File: src/rtl/instr_mem_fetch.sv
// -----------------------------------------------------------------------------
// instr_mem_fetch
//
// Byte-addressed instruction memory with a program-load port and a single
// fetch port. After reset the memory is cleared one word per cycle; once the
// clear finishes, init_done rises and fetches/loads are serviced.
//
// Storage is word-organised and big-endian: byte address 4*w+0 lives in
// bits [31:24] of word w, byte 4*w+3 in bits [7:0].
//
// Ports
//   clk          in   single clock, rising edge
//   reset        in   asynchronous, active-low
//   pc           in   [ADDR_W] byte fetch address
//   fetch_req    in   fetch request this cycle
//   fetch_ready  out  fetch accepted when fetch_req && fetch_ready
//   stall        in   downstream hold: fetch outputs frozen
//   instr        out  [32] fetched instruction (0 on fault)
//   instr_valid  out  instr holds the result of an accepted fetch
//   fault        out  accepted fetch was misaligned or out of range
//   load_we      in   program-load write strobe (wins over fetch)
//   load_addr    in   [ADDR_W] byte address of load word, bits [1:0] ignored
//   load_data    in   [32] load word, big-endian
//   load_be      in   [4] byte enables, load_be[3] -> byte address+0
//   init_done    out  memory clear complete
// -----------------------------------------------------------------------------
module instr_mem_fetch #(
   parameter int DEPTH_BYTES = 64,
   parameter int ADDR_W      = 32
) (
   input  logic              clk,
   input  logic              reset,
   input  logic [ADDR_W-1:0] pc,
   input  logic              fetch_req,
   output logic              fetch_ready,
   input  logic              stall,
   output logic [31:0]       instr,
   output logic              instr_valid,
   output logic              fault,
   input  logic              load_we,
   input  logic [ADDR_W-1:0] load_addr,
   input  logic [31:0]       load_data,
   input  logic [3:0]        load_be,
   output logic              init_done
);

   localparam int DEPTH_WORDS = DEPTH_BYTES / 4;
   localparam int WORD_AW     = (DEPTH_WORDS > 1) ? $clog2(DEPTH_WORDS) : 1;

   localparam logic [WORD_AW-1:0] LAST_WORD = WORD_AW'(DEPTH_WORDS - 1);
   // One extra bit so range checks near the top of the address space
   // cannot wrap back into the valid range.
   localparam logic [ADDR_W:0]    DEPTH_EXT = (ADDR_W + 1)'(DEPTH_BYTES);

   typedef enum logic {
      ST_CLEAR = 1'b0,
      ST_READY = 1'b1
   } state_t;

   state_t             state;
   state_t             state_nxt;
   logic [WORD_AW-1:0] clr_cnt;
   logic [31:0]        mem [DEPTH_WORDS];

   logic               clear_we;
   logic               load_en;
   logic               load_in_range;
   logic               fetch_acc;
   logic               fetch_bad;
   logic [ADDR_W:0]    pc_last;
   logic [WORD_AW-1:0] pc_word;
   logic [WORD_AW-1:0] load_word;
   logic [31:0]        rd_word;

   // --------------------------------------------------------------------------
   // Address decode
   // --------------------------------------------------------------------------
   assign pc_last       = {1'b0, pc} + (ADDR_W + 1)'(3);
   assign fetch_bad     = (pc[1:0] != 2'b00) || (pc_last >= DEPTH_EXT);
   assign pc_word       = pc[WORD_AW+1:2];

   // Byte address below capacity <=> word index in range, because the
   // capacity is a whole number of words.
   assign load_in_range = ({1'b0, load_addr} < DEPTH_EXT);
   assign load_word     = load_addr[WORD_AW+1:2];

   // Out-of-range pc values never use rd_word; the mux below discards it.
   assign rd_word       = mem[pc_word];

   assign fetch_acc     = fetch_req && fetch_ready;

   // --------------------------------------------------------------------------
   // FSM: state register
   // --------------------------------------------------------------------------
   // NOTE: sequential state uses non-blocking assignments so every register
   // samples pre-edge values, independent of process evaluation order.
   always_ff @(posedge clk or negedge reset) begin
      if (!reset) begin
         state <= ST_CLEAR;
      end else begin
         state <= state_nxt;
      end
   end

   // --------------------------------------------------------------------------
   // FSM: next-state logic
   // --------------------------------------------------------------------------
   always_comb begin
      state_nxt = state;
      case (state)
         ST_CLEAR: if (clr_cnt == LAST_WORD) state_nxt = ST_READY;
         ST_READY: state_nxt = ST_READY;
         default:  state_nxt = ST_CLEAR;
      endcase
   end

   // --------------------------------------------------------------------------
   // FSM: outputs
   // --------------------------------------------------------------------------
   // NOTE: every output of this block gets a default first, so no path
   // leaves a signal unassigned and no latch is inferred.
   always_comb begin
      fetch_ready = 1'b0;
      init_done   = 1'b0;
      clear_we    = 1'b0;
      load_en     = 1'b0;
      case (state)
         ST_CLEAR: begin
            clear_we = 1'b1;
         end
         ST_READY: begin
            init_done   = 1'b1;
            // A load in the same cycle blocks the fetch: the load wins.
            fetch_ready = !stall && !load_we;
            load_en     = load_we && load_in_range;
         end
         default: ;
      endcase
   end

   // --------------------------------------------------------------------------
   // Clear word counter
   // --------------------------------------------------------------------------
   always_ff @(posedge clk or negedge reset) begin
      if (!reset) begin
         clr_cnt <= '0;
      end else if (state == ST_CLEAR) begin
         clr_cnt <= (clr_cnt == LAST_WORD) ? '0 : clr_cnt + WORD_AW'(1);
      end
   end

   // --------------------------------------------------------------------------
   // Memory array
   // --------------------------------------------------------------------------
   // NOTE: the array has no reset branch; it maps onto plain RAM, and its
   // contents are defined by the clear sweep that follows every reset.
   always_ff @(posedge clk) begin
      if (clear_we) begin
         mem[clr_cnt] <= '0;
      end else if (load_en) begin
         for (int b = 0; b < 4; b++) begin
            if (load_be[b]) begin
               mem[load_word][b*8 +: 8] <= load_data[b*8 +: 8];
            end
         end
      end
   end

   // --------------------------------------------------------------------------
   // Fetch output register
   // --------------------------------------------------------------------------
   // Stall freezes everything. Otherwise an accepted fetch loads a result,
   // and an idle cycle drops valid/fault while keeping the last instr.
   always_ff @(posedge clk or negedge reset) begin
      if (!reset) begin
         instr       <= '0;
         instr_valid <= 1'b0;
         fault       <= 1'b0;
      end else if (!stall) begin
         if (fetch_acc) begin
            instr       <= fetch_bad ? 32'h0 : rd_word;
            instr_valid <= 1'b1;
            fault       <= fetch_bad;
         end else begin
            instr_valid <= 1'b0;
            fault       <= 1'b0;
         end
      end
   end

endmodule

File: config.mk
export PLATFORM = sky130hd
export DESIGN_NAME = instr_mem_fetch
export DESIGN_NICKNAME = d
export VERILOG_FILES = /design/src/rtl/instr_mem_fetch.sv
export SDC_FILE = /design/constraint.sdc
export NUM_CORES = 1
export LEC_CHECK = 0
export CAP_MARGIN = 0
export CORE_ASPECT_RATIO = 2
export CORE_MARGIN = 2
export CORE_UTILIZATION = 36
export CTS_CLUSTER_SIZE = 10
export DETAILED_ROUTE_END_ITERATION = 8
export SLEW_MARGIN = 20
export SYNTH_ARGS = -nofsm -noshare
export SYNTH_HDL_FRONTEND = slang
export SYNTH_SLANG_ARGS = --single-unit
File: constraint.sdc
create_clock -name clk -period 3 [get_ports clk]
set_clock_uncertainty 0.2 [all_clocks]
set_input_delay 0.3 -clock clk [delete_from_list [all_inputs] [get_ports clk]]
set_output_delay 0.3 -clock clk [all_outputs]
set_load 0.01 [all_outputs]
; Yosys cells after proc, flatten, opt, wreduce, memory -nomap -nowiden
; Memory sizes are Yosys's and may differ from the RTL's.
; Cells that the tools add are included.
[totals]
input_bits = 105
ramBits = 512
memories = 1
register_bits = 39
output_inout_bits = 36
[memory_table]
columns = memory, depth, width, read_ports, rd_clocked_by_memory_dff, wr, line_no
row1 = mem, 16, 32, 1, 0, 1, 63  ; logic [31:0] mem [DEPTH_WORDS];
[classes]
n_bitwise = 2
n_eq_ne = 1
n_reduce_logical = 9
n_lt_le_gt_ge = 2
add_sub_neg = 2
n_mux = 29
[ops]
columns = cell, count
row1 = 32-bit 2-to-1 mux, 2
row2 = "32-bit by 2-bit adder with 33-bit output, second input constant", 1
row3 = "33-bit by 7-bit greater-or-equal comparator with 1-bit output, second input constant", 1
row4 = "32-bit by 7-bit < comparator with 1-bit output, second input constant", 1
row5 = 32-bit OR reduction, 1
row6 = 1-bit 2-to-1 mux, 23
row7 = 4-bit 2-to-1 mux, 3
row8 = "4-bit by 1-bit adder with 4-bit output, second input constant", 1
row9 = "4-bit == test, second input constant", 1
row10 = 1-bit logical AND, 3
row11 = 1-bit zero test, 2
row12 = 1-bit inverter, 2
row13 = 1-bit case mux with 2 select lines, 1
row14 = 2-bit AND reduction, 1
row15 = 2-bit nonzero test, 1
row16 = 1-bit logical OR, 1

; Longest topological paths before layout
; Gate-level depths: netlist of run 1.
[depth]
depth_word = 8
ltp_mapped = 7
depth_no_buf = 6

; Worst setup path before layout of run 1
; Ideal clock, no wire load.
[synth_path]
kind = flip-flop to flip-flop
from = register state
to = memory mem[13][0] (enable)
n_path_buf = 1
arrival_time_ns = 2.048
path_stages_with_launch = 7
period_less_slack_ns = 2.618
t_required_ns = 2.430
path_slack_ns = 0.382
path_cell_list = dfrtp_1 -> nor4bb_1 -> nand4_1 -> nor3_2 -> clkbuf_1 -> a21oi_1 -> nor2_1
[synth_via]
elab_chain_len = 6
word_cells_on_any_way = 17
[synth_lines]
columns = element, line_no
row1 = "start, declared", 60  ; state_t state;
row2 = "start signal, assigned", 101  ; state <= state_nxt;
row3 = 1-bit 2-to-1 mux, 127  ; case (state)
row4 = 1-bit 2-to-1 mux, 160  ; end else if (load_en) begin
row5 = 1-bit 2-to-1 mux, 158  ; if (clear_we) begin
row6 = 1-bit 2-to-1 mux (not written as such), 163  ; mem[load_word][b*8 +: 8] <= load_data[b*8 +: 8];
row7 = 32-bit OR reduction (no source line), n/a
row8 = 4-bit 2-to-1 mux (no source line), n/a
row9 = "end, declared", 63
; Several ways; a longest one is shown, not always the timed one.

; Worst setup path after layout of run 1
[layout_path]
from = register state
to = memory mem[1][23] (enable)
; The elaborated chain is that of the path after synthesis.

==> impl_metrics.json, run 1 <==
{
  "pre_cts_slack_ps": -580,
  "finalHoldWorstSlack_ps": 77.0,
  "worst_path_max_delay_cell": "sky130_fd_sc_hd__a21oi_1",
  "synthArstFlopShare": 0.0708,
  "synthesized_netlist_net_count": 1262,
  "final_layout_fill_cell_count": 5177,
  "violations_in_the_final_reports": "setup timing",
  "final_cell_count_no_fill": 2224,
  "routedWlPerCell_um": 23.7,
  "required_ps": 3050,
  "result_of_the_run": "finished with violations",
  "grt_residual_overflow": 0,
  "vias": 11600,
  "min_period_over_period": 1.06,
  "final_core_util": 0.453,
  "setup_viol": 141,
  "floorplan.initialDensity": 0.363,
  "timing.final.crit_period_ps": 3180,
  "ctsRootBufferMaster": "sky130_fd_sc_hd__clkbuf_16",
  "critical_path_arrival_ps": 3230,
  "numPlacedInstances": 2108,
  "synth_flop_cell": "sky130_fd_sc_hd__edfxtp_1",
  "critical_path.startpoint_type": "flop",
  "ios": 141,
  "numCtsBuffers": 61,
  "slew_headroom": 0.397,
  "portBuffers": 138,
  "cell_pwr_density_mw_per_mm2": 563,
  "grt_use_met1": 0.184,
  "vias_per_cell": 5.23,
  "cp_cell_sequence": "nor4bb_1, nand4_1, nor3_4, buf_12, buf_4, nor4_1, a21oi_1, nor2_1",
  "route.antenna.remaining_nets": 0,
  "hold_path_class": "input pin to asynchronous set/reset pin",
  "worst_path_largest_cell_delay_ps": 660,
  "max_freq_mhz": 314,
  "timing_worst_setup_path_type": "flop to flop",
  "crit_path_end_kind": "flop",
  "p_leak_nw": 9.97,
  "netlist_instances": 1156,
  "layout-drive-gt1-share": 0.249,
  "cpLargestDelayFamily": "simple AND/OR/NAND/NOR gates",
  "grt_pass1_wl_um": 77400,
  "remaining_drc_errors": 0,
  "std_cell_rows": 128,
  "slew_violations": 0,
  "clock_latency_ps": 600,
  "yosys.cell_count.top_type": "sky130_fd_sc_hd__edfxtp_1",
  "post-synth-top-area-fraction": 0.695,
  "cp_num_buf_inv": 2,
  "die_height_um": 355,
  "final.setup.tns_ps": -11740,
  "die-area_sq_mm": 0.0636,
  "yosysWarningCount": 0,
  "grt_start_max_net_pins": 58,
  "grt_antenna_before_repair": 0,
  "detailedPlacementHpwl_um": 35800,
  "synthesis.area_per_instance_sq_um": 19.1,
  "tritoncts": "built",
  "sequential_cell_area_sq_mm": 0.0164,
  "finalWirelength_um": 52800,
  "core_footprint_sq_mm": 0.0609,
  "grtUsageTotal": 0.167,
  "timing.critical_path.fanout_max": 19,
  "grt_pass1_vias": 12500,
  "setup_repair_after_global_routing_missed_its_margin": "true",
  "num_antenna_cells": 0,
  "final_hold_viol_count": 0,
  "clkTransAtPathRegs_ps": 60,
  "cell_area_synth_sq_mm": 0.0221,
  "drt_first_iter_violations": 896,
  "use_met3": 0.0211,
  "synth_seq_cells": 551,
  "worst-slew-pin-transition_ps": 901,
  "drt_first_pass_iters": 5,
  "die_w_um": 179,
  "synth_edf_count": 512,
  "vdd_drop_max_mv": 0.459,
  "grt_busiest_layer": "met2",
  "place.gp.congestion": 0.815,
  "multi_input_comb_area_sq_mm": 0.00555,
  "use_met2": 0.323,
  "maxCapViolCount": 0,
  "yosys-top-cells-area": "sky130_fd_sc_hd__edfxtp_1 70%, sky130_fd_sc_hd__mux4_2 13%, sky130_fd_sc_hd__dfrtp_1 4.4%, sky130_fd_sc_hd__a22o_1 2.5%, sky130_fd_sc_hd__o31ai_2 1.6%",
  "finalNetCount": 1498,
  "htree_num_levels": 2,
  "ys_top_cells_by_count": "512 x sky130_fd_sc_hd__edfxtp_1, 128 x sky130_fd_sc_hd__mux4_2, 78 x sky130_fd_sc_hd__nor2_1",
  "yosys.area.top_type": "sky130_fd_sc_hd__edfxtp_1",
  "area.growth.synth_to_final_pct": 24.6,
  "yosys.cell_types.count": 48,
  "layout_setup_ws_ps": -183,
  "post_cts_buffers": 0,
  "buffers_from_clock_root_to_sink_at_most": 3,
  "yosysSeqAreaShare": 0.739,
  "clock_sink_count": 551
}
logic make-up (layout without fill, tap and decap cells):
kind of cell	after synthesis	count (layout)	share of synthesized area
adders and majority gates	1	1	0.000566
muxes	131	131	0.132
DFF	551	551	0.739
xor gates and xnor gates	2	2	0.000792
and+or+nand+nor	233	233	0.0530
AOI/OAI and AO/OA	167	167	0.0615
buffers and inverters	71	359	0.0131
cell usage in the layout, fill, tap and decap left out, types with 3 or more instances in the layout:
cell                              Yosys  layout
sky130_fd_sc_hd__and2_1              37      37
sky130_fd_sc_hd__buf_4                0      48
sky130_fd_sc_hd__buf_12               0      58
sky130_fd_sc_hd__nand3_1              5       5
sky130_fd_sc_hd__nor3_1              19      19
sky130_fd_sc_hd__nand2_1             43      43
sky130_fd_sc_hd__o31ai_2             29      29
sky130_fd_sc_hd__a21oi_2              0       3
sky130_fd_sc_hd__nor4_1              16      16
sky130_fd_sc_hd__a21oi_1             18      15
sky130_fd_sc_hd__and3_1               5       5
sky130_fd_sc_hd__a22o_1              63      63
sky130_fd_sc_hd__dfrtp_1             39      39
sky130_fd_sc_hd__nand4_1              6       6
sky130_fd_sc_hd__o21ai_0             33      33
sky130_fd_sc_hd__nand2b_1            10      10
sky130_fd_sc_hd__a21boi_1             4       4
sky130_fd_sc_hd__clkdlybuf4s50_1      0     135
sky130_fd_sc_hd__clkbuf_1            47      50
sky130_fd_sc_hd__o31ai_1              3       3
sky130_fd_sc_hd__edfxtp_1           512     512
sky130_fd_sc_hd__mux4_2             128     128
sky130_fd_sc_hd__nor2_1              78      64
sky130_fd_sc_hd__clkbuf_16            0      63
sky130_fd_sc_hd__nor2_2               0      14
sky130_fd_sc_hd__o211ai_1             4       4
layer usage:
layer  share of wire  wire (um)
met2            0.57      29800
met5               0          0
met3           0.047       2470
met4           0.027       1410
met1            0.36      19100
flip-flops by register name, indices dropped and copies added, names as in the netlist:
name / count
mem: 512
instr: 32
clr_cnt: 4
fault: 1
instr_valid: 1
state: 1
layout make-up:
class                           count  area share
Sequential cell                   551       0.593
Multi-Input combinational cell    534       0.201
Timing Repair Buffer              243       0.105
Clock buffer                      113      0.0640
Tap cell                          780      0.0354
Clock inverter                      2    0.000636
Inverter                            1    0.000136
worst paths after layout:
check                                 startpoint  cells past startpoint                      end  slack, ps
hold / removal                             reset                      2    instr[19]$_DFFE_PN0P_         80
max in group asynchronous                  reset                      2     instr[5]$_DFFE_PN0P_       2100
setup reg to reg                 state$_DFF_PN0_                      8     mem[1][23]$_DFFE_PP_       -180
min in group clk                           stall                      3  instr_valid$_DFFE_PN0N_        150
setup / recovery                 state$_DFF_PN0_                      8     mem[1][23]$_DFFE_PP_       -180
hold reg to reg            instr[12]$_DFFE_PN0P_                      2    instr[12]$_DFFE_PN0P_        280
through the flow:
step / area [sq um] / total power [W]
2_1_floorplan: 22100 / 0.00868
3_3_place_gp: 25700 / 0.00896
3_5_place_dp: 25700 / 0.00897
4_1_cts: 27500 / 0.0157
5_1_grt: 27600 / 0.0160
6_report: 27600 / 0.0155
timing repair:
action                     CTS  global route
setup endpoints to repair  175           280
hold endpoints to repair    39             0
hold buffers                 1             0
gates resized for setup      1            15
where the power goes:
part | leakage (nW) | internal (W) | total (W) | switching [W]
clock network | 0.844 | 0.00391 | 0.00670 | 0.00279
registers | 6.34 | 0.00828 | 0.00828 | 0.00000109
logic | 2.78 | 0.000269 | 0.000522 | 0.000254
(Power assumes the default switching activity.)
==> run 2: changes to the inputs <==
--- a/config.mk
+++ b/config.mk
@@ -12,4 +12,6 @@
 export CTS_CLUSTER_SIZE = 10
 export DETAILED_ROUTE_END_ITERATION = 8
+export GPL_TIMING_DRIVEN = 1
+export RECOVER_POWER = 25
 export SLEW_MARGIN = 20
 export SYNTH_ARGS = -nofsm -noshare
==> constraint.sdc (replaced) <==
create_clock -name clk -period 3 [get_ports clk]
set_clock_uncertainty 0.2 [all_clocks]
set_input_delay 0.45 -clock clk [delete_from_list [all_inputs] [get_ports clk]]
set_output_delay 0.45 -clock clk [all_outputs]
set_load 0.01 [all_outputs]
==> run 2 against run 1 <==
Net effect:
- the flow now finishes without violations
- core utilization about the same
- wire length grew 2.1%
- total power is essentially flat
- clock power about the same
- register-to-register slack improved by 330 ps
- first-iteration DRC count rose by 3.0%
- non-clock buffer count increased by 16
- maximum frequency grew 11%
- clock-buffer cell count is the same
- final area about the same
- cell count up 0.81%
==> impl_metrics.json, run 2 (same netlist as run 1, synthesis figures left out) <==
{
  "critical_path.startpoint_type": "input pin",
  "routedWlPerCell_um": 24.1,
  "cell_pwr_density_mw_per_mm2": 563,
  "detailedPlacementHpwl_um": 36400,
  "vias_per_cell": 5.24,
  "maxCapViolCount": 0,
  "buffers_from_clock_root_to_sink_at_most": 3,
  "timing_worst_setup_path_type": "input pin to flop",
  "timing.critical_path.fanout_max": 16,
  "largest_register_ffs": 512,
  "grt_pass1_vias": 12700,
  "final_area_sq_mm": 0.0276,
  "top_regs": "mem (512), instr (32), clr_cnt (4)",
  "crit_start": "pc[14]",
  "max_freq_mhz": 350,
  "reg2reg_depth": 9,
  "std_cell_rows": 128,
  "required_ps": 3300,
  "layout_setup_ws_ps": 143,
  "hold_path_class": "input pin to asynchronous set/reset pin",
  "place.gp.congestion": 0.813,
  "final_layout_fill_cell_count": 5183,
  "htree_num_levels": 2,
  "clkTransAtPathRegs_ps": 60,
  "final_hold_viol_count": 0,
  "ios": 141,
  "floorplan.initialDensity": 0.363,
  "vias": 11700,
  "timing.final.crit_period_ps": 2860,
  "min_period_over_period": 0.952,
  "layout.cells.most_common": "sky130_fd_sc_hd__edfxtp_1",
  "grt_pass1_wl_um": 78800,
  "die_w_um": 179,
  "setup_viol": 0,
  "layout-drive-gt1-share": 0.280,
  "result_of_the_run": "finished clean",
  "power.total_w": 0.0155,
  "grtUsageTotal": 0.170,
  "worst_setup_path_endpoint": "instr[3]$_DFFE_PN0P_",
  "r2r_end": "mem[1][23]$_DFFE_PP_",
  "clock_latency_ps": 600,
  "post_dp_cell_area_sq_mm": 0.0257,
  "clock_sink_count": 551,
  "finalHoldWorstSlack_ps": 201,
  "ctsRootBufferMaster": "sky130_fd_sc_hd__clkbuf_16",
  "finalWirelength_um": 53900,
  "die_height_um": 355,
  "remaining_drc_errors": 0,
  "pre_cts_slack_ps": -927,
  "area.growth.synth_to_final_pct": 24.6,
  "route.antenna.remaining_nets": 0,
  "timing.rr.start": "state$_DFF_PN0_",
  "largest_register_by_flop_count": "mem",
  "p_leak_nw": 10.1,
  "finalNetCount": 1514,
  "slew_violations": 0,
  "slew_headroom": 0.321,
  "numCtsBuffers": 61,
  "drt_first_pass_iters": 7,
  "grt_residual_overflow": 0,
  "critical_path_arrival_ps": 3150,
  "vdd_drop_max_mv": 0.425,
  "grt_antenna_before_repair": 5,
  "layout.cells.most_common_list": "512 x sky130_fd_sc_hd__edfxtp_1, 128 x sky130_fd_sc_hd__mux4_2, 100 x sky130_fd_sc_hd__clkdlybuf4s50_1",
  "portBuffers": 138,
  "core_footprint_sq_mm": 0.0609,
  "reg2reg_slack_ps": 150,
  "crit_path_end_kind": "flop",
  "worst-slew-pin-transition_ps": 1020,
  "tritoncts": "built",
  "drt_first_iter_violations": 923,
  "grt_start_max_net_pins": 73,
  "multi_input_comb_area_sq_mm": 0.00560,
  "die-area_sq_mm": 0.0636,
  "sequential_cell_area_sq_mm": 0.0164
}
run 2: per-layer routing:
metal	track usage	routed length, um	vias up
li1	-	-	5270
met1	0.186	18900	6000
met2	0.325	30700	358
met3	0.0269	2810	110
met4	0.0576	1450	8
met5	0	47	-
run 2: how the worst min path moves through the flow:
stage,endpoint,slack [ps],cells past startpoint
floorplan,clr_cnt[0]$_DFFE_PN0N_,-50,0
global placement,instr[20]$_DFFE_PN0P_,150,1
detailed placement,instr[22]$_DFFE_PN0P_,150,1
CTS,instr[21]$_DFFE_PN0P_,60,2
global route,instr[22]$_DFFE_PN0P_,270,2
finish,instr[21]$_DFFE_PN0P_,200,2
run 2: critical path, cell delays in order:
cell and delay (ps):
sky130_fd_sc_hd__clkdlybuf4s50_1 550, sky130_fd_sc_hd__nand4_1 110, sky130_fd_sc_hd__nor4_1 720, sky130_fd_sc_hd__o2111ai_1 280, sky130_fd_sc_hd__a211oi_2 310, sky130_fd_sc_hd__nand3_2 180
sky130_fd_sc_hd__buf_4 270, sky130_fd_sc_hd__o31ai_1 280
run 2: what timing repair did:
action,in CTS,in global routing
setup endpoints to repair,351,464
setup buffers,0,17
resized for setup,11,61
hold buffers,1,0
hold endpoints to repair,31,0
run 2: through the flow:
step                instances  setup TNS, ps   util
global route             2240          -58.6  0.453
global placement         2107        -362480  0.422
floorplan                1156              0      -
CTS                      2223         -19310  0.452
finish                   2242              0  0.453
detailed placement       2107        -435390  0.422
run 2: power breakdown:
group	switching, W	internal [W]
registers	0.00000104	0.00828
logic	0.000254	0.000277
clock network	0.00279	0.00391
total	0.00304	0.0125
run 2: layout make-up:
| cell class | instances | share of cell area |
|---|---|---|
| clock inverter | 2 | 0.000636 |
| timing repair buffer | 259 | 0.103 |
| antenna | 2 | 0.000182 |
| multi-input combinational | 534 | 0.203 |
| clock buffer | 113 | 0.0640 |
| tap | 780 | 0.0354 |
| sequential | 551 | 0.593 |
| inverter | 1 | 0.000136 |
